`config.mk`:
```
export PLATFORM = sky130hd
export DESIGN_NAME = serial_subtractor
export DESIGN_NICKNAME = d
export VERILOG_FILES = /design/src/rtl/serial_subtractor.sv
export SDC_FILE = /design/constraint.sdc
export NUM_CORES = 1
export LEC_CHECK = 0
export ABC_AREA = 1
export CAP_MARGIN = 40
export CORE_MARGIN = 4
export CORE_UTILIZATION = 30
export CTS_CLUSTER_SIZE = 10
export DETAILED_ROUTE_END_ITERATION = 12
export GPL_ROUTABILITY_DRIVEN = 0
export PLACE_DENSITY = 0.55
export SKIP_LAST_GASP = 1
export SLEW_MARGIN = 20
export SYNTH_ARGS = -nofsm -noshare
export SYNTH_HDL_FRONTEND = slang
export SYNTH_SLANG_ARGS = --single-unit
```
`constraint.sdc`:
```
create_clock -name clk -period 4 [get_ports clk]
set_clock_uncertainty 0.2 [all_clocks]
set_input_delay 0.6 -clock clk [delete_from_list [all_inputs] [get_ports clk]]
set_output_delay 0.6 -clock clk [all_outputs]
set_load 0.01 [all_outputs]
```
`src/rtl/serial_subtractor.sv`:
```
// Bit-serial two's-complement subtractor d = a - b, one bit per clock, LSB first.
// Operands arrive and results leave over valid/ready handshakes.
module serial_subtractor #(
    parameter int WIDTH = 8
) (
    input  logic             clk,
    input  logic             rst_n,
    input  logic             in_valid,
    output logic             in_ready,
    input  logic [WIDTH-1:0] a,
    input  logic [WIDTH-1:0] b,
    output logic             out_valid,
    input  logic             out_ready,
    output logic [WIDTH-1:0] d,
    output logic             borrow,
    output logic             overflow
);

    localparam int CW = $clog2(WIDTH);
    localparam logic [CW-1:0] LAST = CW'(WIDTH - 1);

    typedef enum logic [1:0] {
        IDLE  = 2'd0,
        SHIFT = 2'd1,
        DONE  = 2'd2
    } state_t;

    state_t           state;
    state_t           state_next;
    logic [CW-1:0]    cnt;
    logic [WIDTH-1:0] opa;
    logic [WIDTH-1:0] opb;
    logic             br;
    logic             msb_a;
    logic             msb_b;

    logic ai;
    logic bi;
    logic di;
    logic br_next;
    logic last_bit;

    always_comb begin
        state_next = state;
        case (state)
            IDLE:    if (in_valid)  state_next = SHIFT;
            SHIFT:   if (last_bit)  state_next = DONE;
            DONE:    if (out_ready) state_next = IDLE;
            default:                state_next = IDLE;
        endcase
    end

    // Single full-subtractor cell working on the current LSBs.
    always_comb begin
        ai       = opa[0];
        bi       = opb[0];
        di       = ai ^ bi ^ br;
        br_next  = (~ai & bi) | (~(ai ^ bi) & br);
        last_bit = (cnt == LAST);
    end

    always_ff @(posedge clk) begin
        if (!rst_n) begin
            state     <= IDLE;
            in_ready  <= 1'b1;
            out_valid <= 1'b0;
        end else begin
            state     <= state_next;
            in_ready  <= (state_next == IDLE);
            out_valid <= (state_next == DONE);
        end
    end

    // The minuend register doubles as the result register: each difference
    // bit enters at the MSB as the consumed operand bit leaves at the LSB.
    always_ff @(posedge clk) begin
        if (!rst_n) begin
            cnt      <= '0;
            br       <= 1'b0;
            opa      <= '0;
            opb      <= '0;
            msb_a    <= 1'b0;
            msb_b    <= 1'b0;
            d        <= '0;
            borrow   <= 1'b0;
            overflow <= 1'b0;
        end else begin
            case (state)
                IDLE: begin
                    if (in_valid) begin
                        opa   <= a;
                        opb   <= b;
                        msb_a <= a[WIDTH-1];
                        msb_b <= b[WIDTH-1];
                        br    <= 1'b0;
                        cnt   <= '0;
                    end
                end
                SHIFT: begin
                    opa <= {di, opa[WIDTH-1:1]};
                    opb <= {1'b0, opb[WIDTH-1:1]};
                    br  <= br_next;
                    if (last_bit) begin
                        d        <= {di, opa[WIDTH-1:1]};
                        borrow   <= br_next;
                        overflow <= (msb_a != msb_b) && (di != msb_a);
                    end else begin
                        cnt <= cnt + 1'b1;
                    end
                end
                default: begin
                end
            endcase
        end
    end

endmodule

```
== Yosys cells after proc, flatten, opt, wreduce, memory -nomap -nowiden ==
Index checks and enable logic that the tools add are counted.
Storage, ports and cells
  logic and storage cells: 49
  input port bits: 20
  output and inout bits: 12
  flip-flop bits (word level): 36
Cells by class
  equality and inequality tests: 8
  muxes and demuxes: 13
  bitwise logic cells: 7
  reduce and logical (&&, ||, !) cells: 8
  add/subtract/negate cells: 1
Operators with widths (number)
  8-bit case mux with 2 select lines: 2
  8-bit two-way mux: 2
  2-bit two-way mux: 3
  3-bit two-way mux: 2
  2-bit case mux with 3 select lines: 1
  3-bit case mux with 2 select lines: 1
  2-bit AND reduction: 3
  2-bit equality test (second input constant): 2
  2-bit zero test: 2
  2-bit != test (second input constant): 2
  3-bit by 1-bit adder with 3-bit output (second input constant): 1
  3-bit equality test (second input constant): 1
  3-bit AND reduction: 1
  1-bit AND: 2
  2-bit by 1-bit equality test with 1-bit output (second input constant): 1
  1-bit != test: 2
  1-bit NOT: 2
  1-bit case mux with 2 select lines: 1
  2-bit nonzero test: 1
  1-bit XOR: 2
  1-bit logical AND: 1
  1-bit two-way mux: 1
  1-bit OR: 1

== Longest topological paths before layout ==
  word-level depth: 5
  mapped depth: 7

== Least setup slack after synthesis ==
OpenSTA, ideal clock, no wires.
  path type: input to register
  from: in rst_n
  to: reg opa[2]
  arrival: 1212 ps
  data required time: 3672 ps
  stages on the path: 4
  setup slack: 2460 ps
  path buffers: 2
  library setup time: 128 ps
  cells stage by stage: buf_2 -> clkinv_1 -> buf_1 -> nor2_1
RTL lines
  start: declaration: RTL line 7  | input logic rst_n,
  end signal: assignment: RTL line 100  | opa <= {di, opa[WIDTH-1:1]};
  end: declaration: RTL line 31  | logic [WIDTH-1:0] opa;
No word-level cell between the ends.

== Worst setup path in the final report ==
  from: reg state[0]
  to: reg in_ready
On the way
  cells in the longest elaborated chain, start to end: 3
  elaborated cells between the ends (all ways): 8
  classes of those cells: eq/ne: 2; mux: 4; reduce/logical: 2
Ends and longest elaborated chain
  start: declaration: RTL line 28  | state_t state;
  start signal: assignment: RTL line 68  | state <= state_next;
  2-bit equality test, or another cell as far along: RTL line 45  | case (state)
  2-bit case mux with 3 select lines (*): RTL line 45
  2-bit zero test (*): RTL line 69  | in_ready <= (state_next == IDLE);
  end signal: assignment: RTL line 69
  end: declaration: RTL line 9  | output logic in_ready,
Every way passes the cells marked *; elsewhere a longest branch is shown, timed or not.
A chain may end at the register's enable or synchronous reset.

==> flow_summary.yaml <==
clock_tree:
  cts_buffer_depth: 2
  cts_buffers: 5
  clk_latency_ns: 0.28
  post_cts_buffers: 0
  cts_root_buf: "clkbuf_8"
  clk_pin_slew_ns: 0.07
  h-tree-depth: 2
  cts_sinks: 36
  ctsHoldBuffers: 0
  tritoncts: "done"
  cts_resized: 0
layout:
  multi_input_area_um2: 742
  diodes: 0
  register_area_um2: 721
  drive_gt1_share_pct: 4.80
  final_cells: 341
  fin_nets: 294
  n_fill_cell: 578
  syn2layout_area_growth_pct: 25.6
worst_setup_path:
  worstReg2RegStart: "state[0]$_SDFF_PN0_"
  crit_fanout: 15
  cp-start-kind: "flip-flop"
  r2r_end: "in_ready$_SDFF_PN1_"
  r2r_setup_slack_ns: 1.72
  cp.required_ns: 3.97
  r2r_cells: 5
  crit_arrival_ns: 2.25
  critPathKind: "reg -> reg"
  endpoint_kind: "flip-flop"
run:
  drv_cap: 0
floorplanning:
  die_h_um: 82.5
  coreArea_um2: 5240
  ioPinCount: 32
  die-area_um2: 6810
  num_rows: 26
  fp.dieW_um: 82.5
  initial_utilization_pct: 31.8
global_route:
  grt_start_max_net_pins: 30
  overflow: 0
  grt_pass1_wl_um: 6400
  grt.total_usage_pct: 12.3
  grt_antenna_before_repair: 0
  first_global_vias: 1394
place:
  dp.cells: 333
  io_buffers: 31
  dpl.hpwl_um: 2610
detailed_routing:
  num_vias: 1465
  ant_nets: 0
  drtIter0Drc: 60
  drc: 0
  dr.pass1.iters: 4
  detail_route.wl_per_cell_um: 11.2
  wirelength_um: 3820
  vias_per_cell: 4.30
timing:
  hold_violations: 0
  setup_tns_ns: 0
  fmax_mhz: 438
  maxSlewHeadroom_pct: 49.8
  final.min_clock_period_ns: 2.28
  maxSlewViolCount: 0
  fin_crit_sh_pct: 57.0
  rsz0062_at_grt: "no"
  tightest_slew_ns: 0.752
  fin_hold_ws_ns: 0.267
  setup_violations: 0
logic_synthesis:
  synth.top_cell.area_share_pct: 43.2
  ys_seq_area_share_pct: 43.2
  ys_async_sr_fraction_pct: 0
  synth_common_cells: "nand2_1 (40), nor2_1 (40), nand3_1 (39)"
  postSynthAreaPerCell_um2: 6.89
  synthFlopType: "dfxtp_1"
  synthesis.area_um2: 1670
  synth_area_leaders: "dfxtp_1 (43%), nand3_1 (12%), nand2_1 (9.0%)"
  ys_ff_latch: 36
  yosys.cell_types.count: 21
  yosys_warnings: 0
  synthesis.nets: 266
  synth_cells: 242
  yosysTopAreaCell: "dfxtp_1"
  synth-edff-count: 0
run_status:
  outcome: "complete, no violations"
min_path:
  whs_endpoint: "d[2]$_SDFFE_PN0P_"
  hold_class: "reg -> reg"
  min_path_cells: 2
  hold_path_startpoint: "d[2]$_SDFFE_PN0P_"
power_and_ir_drop:
  ir_drop_v: 0.000164
  powerDensity_nw_per_um2: 366
  p_leak_nw: 0.921
==> worst max path at each step <==
stage,startpoint,endpoint,slack (ns),cells past startpoint
CTS,state[0]$_SDFF_PN0_,in_ready$_SDFF_PN1_,1.68,5
finish,state[0]$_SDFF_PN0_,in_ready$_SDFF_PN1_,1.72,5
detailed placement,in_valid,opa[2]$_SDFFE_PN0P_,1.44,6
global placement,in_valid,opa[7]$_SDFFE_PN0P_,1.46,5
global route,state[0]$_SDFF_PN0_,in_ready$_SDFF_PN1_,1.44,5
floorplan,rst_n,opa[2]$_SDFFE_PN0P_,2.46,4
==> per-layer routing <==
metal | GRT usage [%] | up-vias | share of wire [%]
met5 | 0 | - | 0
met2 | 18.3 | 28 | 42
li1 | - | 812 | -
met4 | 4.41 | 0 | 1.2
met1 | 17.1 | 621 | 52
met3 | 3.04 | 4 | 3.9
==> final cells by class <==
type,instances,share of cell area (%)
clock buffers,8,4.30
inverters,36,6.46
multi-input cells,159,35.4
flip-flops and latches,36,34.4
well taps,70,4.18
repair buffers,32,15.2
==> flip-flops by register name, summed over array words and instances, names as in the netlist <==
register,count
overflow,1
state,2
out_valid,1
msb_b,1
in_ready,1
msb_a,1
cnt,3
opa,8
d,8
opb,8
br,1
borrow,1
==> worst max-delay path: stages, from the launching register on <==
cell	delay (ns)
dfxtp_1	0.56
inv_1	0.12
nor2_2	0.47
nand2_1	0.45
a21oi_1	0.31
nor2_1	0.06
==> cells by family (layout without fill, tap and decap cells) <==
kind of cell / Yosys count / count (layout) / share of synthesized area, %
AND/OR/NAND/NOR: 131 / 131 / 33.9
AO/OA/AOI/OAI: 24 / 24 / 7.21
flip-flops: 36 / 36 / 43.2
adder cells (fa/ha/maj): 4 / 4 / 3.45
buffers and inverters: 47 / 76 / 12.2
==> stage by stage <==
step	power [mW]	utilization (%)	cell area (um^2)	setup WS, ns
finish	0.765	40.0	2090	1.72
global route	0.810	40.0	2090	1.44
CTS	0.775	40.0	2090	1.68
floorplan	0.472	-	1670	2.46
global placement	0.506	38.2	2000	1.46
detailed placement	0.506	38.2	2000	1.44
==> placed cells by master (no fill, tap or decap) <==
master	synthesis	final
or2_2	1	1
nand2_1	40	40
ha_1	3	3
nor2_1	40	40
o21ai_0	8	8
inv_1	34	34
dfxtp_1	36	36
clkinv_1	1	1
nand3b_1	1	1
nor2_2	2	2
clkbuf_8	0	6
buf_4	2	1
inv_2	1	1
nand2_2	2	2
clkdlybuf4s50_1	0	31
clkbuf_1	2	2
nand3_1	39	39
fa_1	1	1
nor3_1	6	6
a21oi_1	16	16
==> where the power goes <==
| group | internal (mW) | switching (mW) | total, mW |
|---|---|---|---|
| logic | 0.0476 | 0.0582 | 0.106 |
| clock network | 0.141 | 0.129 | 0.269 |
| registers | 0.378 | 0.0123 | 0.390 |
| total | 0.566 | 0.199 | 0.765 |
Power figures use the tool's default switching activity.
